==> config.mk <==
export PLATFORM = sky130hd
export DESIGN_NAME = td4_prog_loader_ctrl
export DESIGN_NICKNAME = d
export VERILOG_FILES = /design/src/rtl/td4_prog_loader_ctrl.sv
export SDC_FILE = /design/constraint.sdc
export NUM_CORES = 1
export LEC_CHECK = 0
export CORE_MARGIN = 8
export CORE_UTILIZATION = 55
export DETAILED_ROUTE_END_ITERATION = 10
export GPL_ROUTABILITY_DRIVEN = 0
export HOLD_SLACK_MARGIN = 0.05
export PLACE_DENSITY_LB_ADDON = 0.25
export SLEW_MARGIN = 20
export SYNTH_ARGS = -nofsm -noshare
export SYNTH_HDL_FRONTEND = slang
export SYNTH_SLANG_ARGS = --single-unit
export TNS_END_PERCENT = 50
==> constraint.sdc <==
create_clock -name clk -period 2.48 [get_ports clk]
set_input_delay 0.496 -clock clk [delete_from_list [all_inputs] [get_ports clk]]
set_output_delay 0.496 -clock clk [all_outputs]
set_load 0.01 [all_outputs]
==> src/rtl/td4_prog_loader_ctrl.sv <==
// TD4 program store controller: 16x8 writable program memory shared by CPU fetch and a host loader.
// Optional PROG_CHECKSUM_EN keeps a running modulo-256 sum of the memory on prog_sum.
//
// state   | meaning
// RUN     | CPU fetches from memory, loader idle
// DRAIN   | CPU halted, waiting for an instruction boundary (or timeout)
// LOAD    | loader owns memory, write beats accepted
// RESTART | CPU held in reset for RST_CYCLES before resuming
module td4_prog_loader_ctrl #(
   parameter int unsigned RST_CYCLES    = 2,
   parameter int unsigned DRAIN_TIMEOUT = 8
) (
   input  logic       clk,
   input  logic       rst_n,
   input  logic [3:0] cpu_addr,
   output logic [7:0] cpu_dout,
   input  logic       cpu_idle,
   output logic       cpu_halt,
   output logic       cpu_rst,
   input  logic       ld_req,
   output logic       ld_ack,
   input  logic       ld_valid,
   output logic       ld_ready,
   input  logic [3:0] ld_addr,
   input  logic [7:0] ld_data,
   output logic [4:0] ld_count,
   output logic       drain_err,
   output logic [7:0] prog_sum
);

   typedef enum logic [1:0] {
      ST_RUN     = 2'd0,
      ST_DRAIN   = 2'd1,
      ST_LOAD    = 2'd2,
      ST_RESTART = 2'd3
   } state_t;

   state_t     state, state_nxt;
   logic [7:0] mem [16];
   logic [7:0] tmr;
   logic [7:0] tmr_load;
   logic       tmr_tc;
   logic       drain_to;
   logic       load_entry;
   logic       wr_en;

   assign tmr_tc     = (tmr == 8'd0);
   assign wr_en      = (state == ST_LOAD) && ld_valid;
   assign load_entry = (state == ST_DRAIN) && (state_nxt == ST_LOAD);

   always_comb begin
      state_nxt = state;
      drain_to  = 1'b0;
      tmr_load  = 8'd0;
      cpu_halt  = 1'b1;
      cpu_rst   = 1'b0;
      ld_ack    = 1'b0;
      ld_ready  = 1'b0;
      cpu_dout  = 8'h00;
      unique case (state)
         ST_RUN: begin
            cpu_halt = 1'b0;
            cpu_dout = mem[cpu_addr];
            if (ld_req) state_nxt = ST_DRAIN;
         end
         ST_DRAIN: begin
            cpu_dout = mem[cpu_addr];
            if (!ld_req) begin
               state_nxt = ST_RUN;
            end else if (cpu_idle) begin
               state_nxt = ST_LOAD;
            end else if (tmr_tc) begin
               state_nxt = ST_LOAD;
               drain_to  = 1'b1;
            end
         end
         ST_LOAD: begin
            ld_ack   = 1'b1;
            ld_ready = 1'b1;
            if (!ld_req) state_nxt = ST_RESTART;
         end
         ST_RESTART: begin
            cpu_rst = 1'b1;
            if (tmr_tc) state_nxt = ST_RUN;
         end
         default: state_nxt = ST_RUN;
      endcase
      // Timer is reloaded on every state change; terminal count at zero.
      if (state_nxt == ST_DRAIN)   tmr_load = 8'(DRAIN_TIMEOUT - 1);
      if (state_nxt == ST_RESTART) tmr_load = 8'(RST_CYCLES - 1);
   end

   always_ff @(posedge clk) begin
      if (!rst_n) begin
         state     <= ST_RUN;
         tmr       <= 8'd0;
         ld_count  <= 5'd0;
         drain_err <= 1'b0;
      end else begin
         state <= state_nxt;
         if (state_nxt != state) tmr <= tmr_load;
         else if (!tmr_tc)       tmr <= tmr - 8'd1;
         if (load_entry) begin
            ld_count  <= 5'd0;
            drain_err <= drain_to;
         end else if (wr_en && (ld_count != 5'd31)) begin
            ld_count <= ld_count + 5'd1;
         end
      end
   end

   always_ff @(posedge clk) begin
      if (!rst_n) begin
         for (int i = 0; i < 16; i++) mem[i] <= 8'h00;
      end else if (wr_en) begin
         mem[ld_addr] <= ld_data;
      end
   end

`ifdef PROG_CHECKSUM_EN
   logic [7:0] sum_q;

   always_ff @(posedge clk) begin
      if (!rst_n)     sum_q <= 8'h00;
      else if (wr_en) sum_q <= sum_q + ld_data - mem[ld_addr];
   end

   assign prog_sum = sum_q;
`else
   assign prog_sum = 8'h00;
`endif

endmodule
==> flow_metrics.tcl, run 1 <==
set metrics [dict create \
    cts_setup_buffers 0 \
    worstPathArrival_ns 1.94 \
    antenna_found_initial 0 \
    cts_root_buf "clkbuf_16" \
    initial_core_util_pct 55.9 \
    timing.rr.end "tmr[1]" \
    place_area_um2 7860 \
    cts_buffers 17 \
    area_growth_pct 20.3 \
    coreArea_um2 12600 \
    reg2reg_slack_ns 0.38 \
    ys_types 48 \
    vdd_drop_max_mv 0.410 \
    hpwlAfterDp_mm 11.0 \
    portBuffers 38 \
    syn-cell-area_um2 7020 \
    synth-main-ff-cell "edfxtp_1" \
    wl_mm 15.7 \
    die_w_um 129 \
    cts_tree "done" \
    hold_path_depth 2 \
    seq_area_um2 4170 \
    rows 41 \
    h-tree-depth 4 \
    synth_cells 555 \
    nFillCells 920 \
    hp-start "tmr[6]" \
    total_power_mw 6.17 \
    drt-pass1-iter-count 5 \
    min_period_over_period_pct 98.2 \
    period_minus_slack_ns 2.43 \
    rr_worst_depth 5 \
    path_max_fanout 1 \
    cap_violations 0 \
    power_density_nw_per_um2 730 \
    routed_via_density 5.72 \
    slew_headroom_pct 47.0 \
    outcome "finished clean" \
    multi_input_area_um2 2690 \
    dieArea_um2 16600 \
    mostFrequentLayoutCell "and2_1" \
    crit_start "mem[6][0]" \
    clk_pin_slew_ns 0.06 \
    drc_errors 0 \
    crit_chain "mux4_2 -> nand2b_1 -> nand3_1 -> o21ai_0 -> clkdlybuf4s15_1" \
    critical_path_class "reg2out" \
    crit_slowest_cell "mux4_2" \
    yosysWarnings 0 \
    cts.repair.resized 25 \
    dieHeight_um 129 \
    clock_latency_ns 0.42 \
    drtIter0Drc 510 \
    final_cell_mix "and2_1, edfxtp_1, mux2i_1, buf_4, clkdlybuf4s50_1" \
    cp-end-kind "primary output" \
    fmax_mhz 411 \
    drtAntennaViolNets 0 \
    nNetsFinal 652 \
    ios 47 \
    hold_violations 0 \
    design_area_um2 8450 \
    rsz0062_at_grt "yes" \
    synth-edff-count 128 \
    avgSynthCellArea_um2 12.7 \
    async_flop_share_pct 0 \
    min_delay_worst_endpoint "tmr[6]" \
    cts.sinks 144 \
    grt_pass1_wl_mm 24.9 \
    routed-via-count 4648 \
    p_leak_nw 3.31 \
    track_usage_pct 20.2 \
    cts_buffer_depth 2 \
    slowest_delay_ns 0.47 \
    maxSlewViolCount 0 \
    hold_class "reg2reg" \
    r2r-start "tmr[0]" \
    grt_overflow 0 \
    fin_skew_ns 0.00834 \
    start_kind "flip-flop" \
    cp.required_ns 1.98 \
    drive_above_1_share_pct 15.8 \
    yosysSeqAreaShare_pct 59.3 \
    grt_pass1_vias 4738 \
    setup_viol 0 \
    antenna_cells 0 \
    tightestPinTransition_ns 0.793 \
    synth_seq_cells 144 \
    grt_max_degree 24 \
    ctsHoldBuffers 0 \
    avgRoutedWirePerCell_um 19.4 \
]
==> synth_stat cells, types with 4 or more instances <==
cell / count / area [um^2]
xnor2_1: 5 / 43.8
ha_1: 4 / 50.1
a21oi_1: 4 / 20.0
mux2i_1: 54 / 541
edfxtp_1: 128 / 3840
nand3_1: 11 / 55.1
a22oi_1: 26 / 195
nor3_1: 6 / 30.0
clkbuf_1: 15 / 56.3
nand2b_1: 14 / 87.6
nor2_4: 4 / 45.0
buf_4: 13 / 97.6
mux4_2: 6 / 135
xor2_1: 4 / 35.0
nand2_1: 18 / 67.6
buf_2: 7 / 35.0
and2_1: 130 / 813
nor2_1: 24 / 90.1
o21ai_0: 27 / 135
inv_1: 5 / 18.8
dfxtp_1: 16 / 320
==> where the power goes <==
| group | switching [mW] | leakage (nW) | internal [mW] |
|---|---|---|---|
| clock network | 0.899 | 0.286 | 1.60 |
| registers | 0.0731 | 1.45 | 2.74 |
| logic | 0.490 | 1.57 | 0.370 |
==> worst max-delay path: cells and delay by family, from the launching register on <==
family                 cells  cell delay, ns
AO/OA/AOI/OAI              1            0.13
buffers and inverters      1            0.28
flip-flops                 1            0.39
multiplexers               1            0.47
AND/OR/NAND/NOR            2            0.25
==> final cells by class <==
cell class	instances	area share [%]
inverters	6	0.267
clock buffers	24	5.46
clock inverters	8	1.36
flip-flops and latches	144	49.3
repair buffers	83	9.30
well taps	172	2.55
multi-input cells	375	31.8
==> per-layer routing <==
| layer | track usage (%) | routed length [um] | up-vias |
|---|---|---|---|
| met5 | 0 | 0 | - |
| met4 | 11.4 | 540 | 0 |
| met3 | 4.89 | 1130 | 39 |
| met2 | 32.1 | 7530 | 205 |
| met1 | 24.8 | 6550 | 2256 |
| li1 | - | - | 2148 |
==> worst max-delay path by stage <==
stage / end / slack [ns] / cells past startpoint
3_5_place_dp: cpu_dout[5] / -0.60 / 6
6_report: cpu_dout[0] / 0.05 / 5
4_1_cts: cpu_dout[3] / 0.005 / 6
5_1_grt: cpu_dout[6] / -0.03 / 5
2_1_floorplan: mem[1][0] / 0.21 / 4
3_3_place_gp: cpu_dout[5] / -0.54 / 6
==> logic make-up (layout without fill, tap and decap cells) <==
group,count (synthesis),in the layout,share of synthesized area [%]
AND/OR/NAND/NOR,223,223,19.1
flip-flops,144,144,59.3
AO/OA/AOI/OAI,71,71,6.79
multiplexers,60,60,9.62
buffers and inverters,43,121,3.33
XOR/XNOR,9,9,1.12
adder cells (fa/ha/maj),4,4,0.713
other,1,8,0.0534
==> flip-flops by register name (all words and copies together) (netlist names) <==
register	flops
mem	128
ld_count	5
state	2
tmr	8
drain_err	1
==> metrics by stage <==
step                      setup slack, ns  utilization [%]  hold slack [ns]  setup TNS [ns]  cells
after global placement             -0.544             62.5            0.477           -3.99    780
after CTS                         0.00497             67.3            0.514               0    812
after floorplan                     0.207                -            0.466               0    562
after global routing              -0.0326             67.2            0.534         -0.0326    812
after detailed placement           -0.597             62.5            0.505           -4.35    780
final                              0.0455             67.2            0.507               0    812
Note: power is estimated with default switching activity, not from simulation.
==> run 2, diff against run 1 <==
ABC_AREA = 1   (was default)
HOLD_SLACK_MARGIN = 0.1   (was 0.05)
==> run 2 against run 1 <==
  * Synthesized area fell by 2.8%
  * Die area fell by 2.4%
  * Clock power rose by 23%
  * Combinational power fell by 8.1%
  * Global-route usage rose by 2.4 points
  * Non-clock buffer count fell by 8
  * Total power rose by 7.7%
==> flow_metrics.tcl, run 2 <==
set metrics [dict create \
    outcome "finished clean" \
    start_kind "primary input" \
    track_usage_pct 22.6 \
    crit_slowest_cell "bufbuf_16" \
    largest_reg_flops 128 \
    p_leak_nw 3.49 \
    dp.cells 896 \
    cp_common_cell "clkdlybuf4s15_2" \
    async_flop_share_pct 0 \
    portBuffers 38 \
    initial_core_util_pct 56.6 \
    reg.largest.list "mem: 128 flops, tmr: 8 flops, ld_count: 5 flops" \
    drc_errors 0 \
    p_int_mw 5.10 \
    hold_class "reg2reg" \
    drtAntennaViolNets 0 \
    finalNonFillerCells 931 \
    switching_power_mw 1.54 \
    cts_root_buf "clkbuf_16" \
    grt_pass1_wl_mm 27.7 \
    final_core_util_pct 69.3 \
    yosysSeqAreaShare_pct 61.0 \
    synth_commonest_cells "nor2_1, edfxtp_1, o21ai_0" \
    dieHeight_um 127 \
    synth-edff-count 128 \
    period_minus_slack_ns 2.47 \
    hold_ws_ns 0.480 \
    fmax_mhz 405 \
    cp-end-kind "primary output" \
    antenna_found_initial 0 \
    clock_latency_ns 0.43 \
    min_delay_worst_endpoint "tmr[5]" \
    slowest_delay_ns 0.31 \
    coreArea_um2 12100 \
    place_area_um2 7560 \
    yosysWarnings 0 \
    fin_skew_ns 0.00606 \
    area_growth_pct 22.3 \
    rr_worst_depth 7 \
    rows 40 \
    hpwlAfterDp_mm 11.9 \
    maxSlewViolCount 0 \
    power_density_nw_per_um2 795 \
    grt_max_degree 31 \
    cts_tree "done" \
    final_cell_mix "nor2_1, edfxtp_1, o21ai_0, nand2_1, inv_1" \
    wl_mm 17.8 \
    switching_share_pct 23.2 \
    hp-start "tmr[5]" \
    yosysMostFrequentCell "nor2_1" \
    combPwrFrac_pct 11.9 \
    timing.rr.end "mem[2][0]" \
    fin_ws_ns 0.0136 \
    regMostFlops "mem" \
    synth_area_leaders "edfxtp_1, nor2_1, o21ai_0, dfxtp_1, o211ai_1" \
    drt-pass1-iter-count 5 \
    path_delay_family "buffers and inverters" \
    dpl_worst_slack_ns -0.600 \
    tightestPinTransition_ns 0.745 \
    avgSynthCellArea_um2 9.87 \
    finalSetupTns_ns 0 \
    cts_buffers 17 \
    antenna_cells 0 \
    clockPowerShare_pct 46.3 \
    routed_via_density 5.74 \
    worst-path-buf-inv 3 \
    slew_headroom_pct 50.3 \
    cap_violations 0 \
    drive_above_1_share_pct 14.5 \
    yosysTopAreaCellShare_pct 56.3 \
    synth_cells 692 \
    ys_types 30 \
    h-tree-depth 4 \
    worstPathArrival_ns 1.97 \
    seq_area_um2 4160 \
    hold_path_depth 2 \
    grt_pass1_vias 5273 \
    dieArea_um2 16200 \
    design_area_um2 8360 \
    crit_chain "clkdlybuf4s15_2 -> bufbuf_16 -> nor2_1 -> o21ai_0 -> o211ai_1 -> nand3_1 -> a21oi_1 -> clkdlybuf4s15_2" \
    cp.required_ns 1.98 \
    mostFrequentLayoutCell "nor2_1" \
    setup_viol 0 \
    critical_path_class "in2out" \
    routed-via-count 5340 \
    crit_start "cpu_addr[1]" \
    die_w_um 127 \
    reg2reg_slack_ns 0.48 \
    ios 47 \
    multi_input_area_um2 2350 \
    synth_top_cell_by_area "edfxtp_1" \
    syn-cell-area_um2 6830 \
    r2r-start "state[0]" \
    grt_overflow 0 \
    total_power_mw 6.65 \
    seq_power_share_pct 41.9 \
    synth-main-ff-cell "edfxtp_1" \
    nFillCells 899 \
    rsz0062_at_grt "yes" \
    synth_seq_cells 144 \
    cts_buffer_depth 2 \
    clk_pin_slew_ns 0.06 \
    hold_violations 0 \
    min_period_over_period_pct 99.5 \
    path_max_fanout 19 \
    avgRoutedWirePerCell_um 19.2 \
    vdd_drop_max_mv 0.415 \
    drtIter0Drc 765 \
    cts.sinks 144 \
    nNetsFinal 775 \
]
==> run 2: cell count changes in the layout (fill, tap and decap cells not counted), moves of 23 or more <==
cell	change
a22oi_1	-23
and2_1	-129
mux2i_1	-54
o21ai_0	+42
nor2_1	+217
o211ai_1	+32
inv_1	+28
==> run 2: worst max path at each step <==
stage,to,slack (ns),cells past startpoint
after floorplan,cpu_dout[4],0.47,7
after global placement,cpu_dout[2],-0.52,7
after detailed placement,cpu_dout[4],-0.60,8
after CTS,cpu_dout[7],0.01,8
after global routing,cpu_dout[2],-0.04,8
final,cpu_dout[2],0.01,8
==> run 2: layer usage <==
metal | vias to the layer above | global-route usage, % | wire, um
li1 | 2456 | - | -
met2 | 291 | 38.3 | 9000
met4 | 0 | 11.5 | 572
met3 | 44 | 5.70 | 1680
met1 | 2549 | 26.1 | 6580
met5 | - | 0 | 0
==> run 2: power by group through the flow <==
stage | registers, mW | logic (mW) | clock network (mW)
6_report | 2.78 | 0.790 | 3.08
5_1_grt | 2.79 | 0.866 | 3.15
4_1_cts | 2.78 | 0.778 | 3.06
3_5_place_dp | 2.83 | 0.768 | 0
3_3_place_gp | 2.83 | 0.743 | 0
2_1_floorplan | 2.82 | 0.496 | 0
==> run 2: timing repair <==
item | in CTS | in global routing
gates resized for setup | 23 | 15
gates cloned | 1 | 1
hold buffers | 0 | 0
setup buffers | 1 | 0
setup endpoints to repair | 8 | 8
pin swaps | 8 | 9
==> run 2: cell type report <==
class,instances,share of cell area (%)
multi-input cells,475,28.2
inverters,37,1.71
clock inverters,15,3.44
flip-flops and latches,144,49.8
repair buffers,75,9.24
clock buffers,17,5.09
well taps,168,2.52
==> run 2: kinds of logic (layout without fill, tap and decap cells) <==
logic type | after synthesis | in the layout | synth area share, %
compound gates | 121 | 121 | 10.2
flops | 144 | 144 | 61.0
buf+inv | 80 | 144 | 5.09
simple gates | 334 | 334 | 21.9
fa+ha+maj | 4 | 4 | 0.733
xor+xnor | 8 | 8 | 1.03
other cells | 1 | 8 | 0.0549
==> run 2: worst register-to-register path, stage by stage (launching register included) <==
cell and delay [ns]:
dfxtp_1 0.37, inv_2 0.11, nand2_2 0.07, inv_2 0.10, nand3_4 0.13, nor3_4 0.41
nand2_4 0.15, nand2_1 0.33
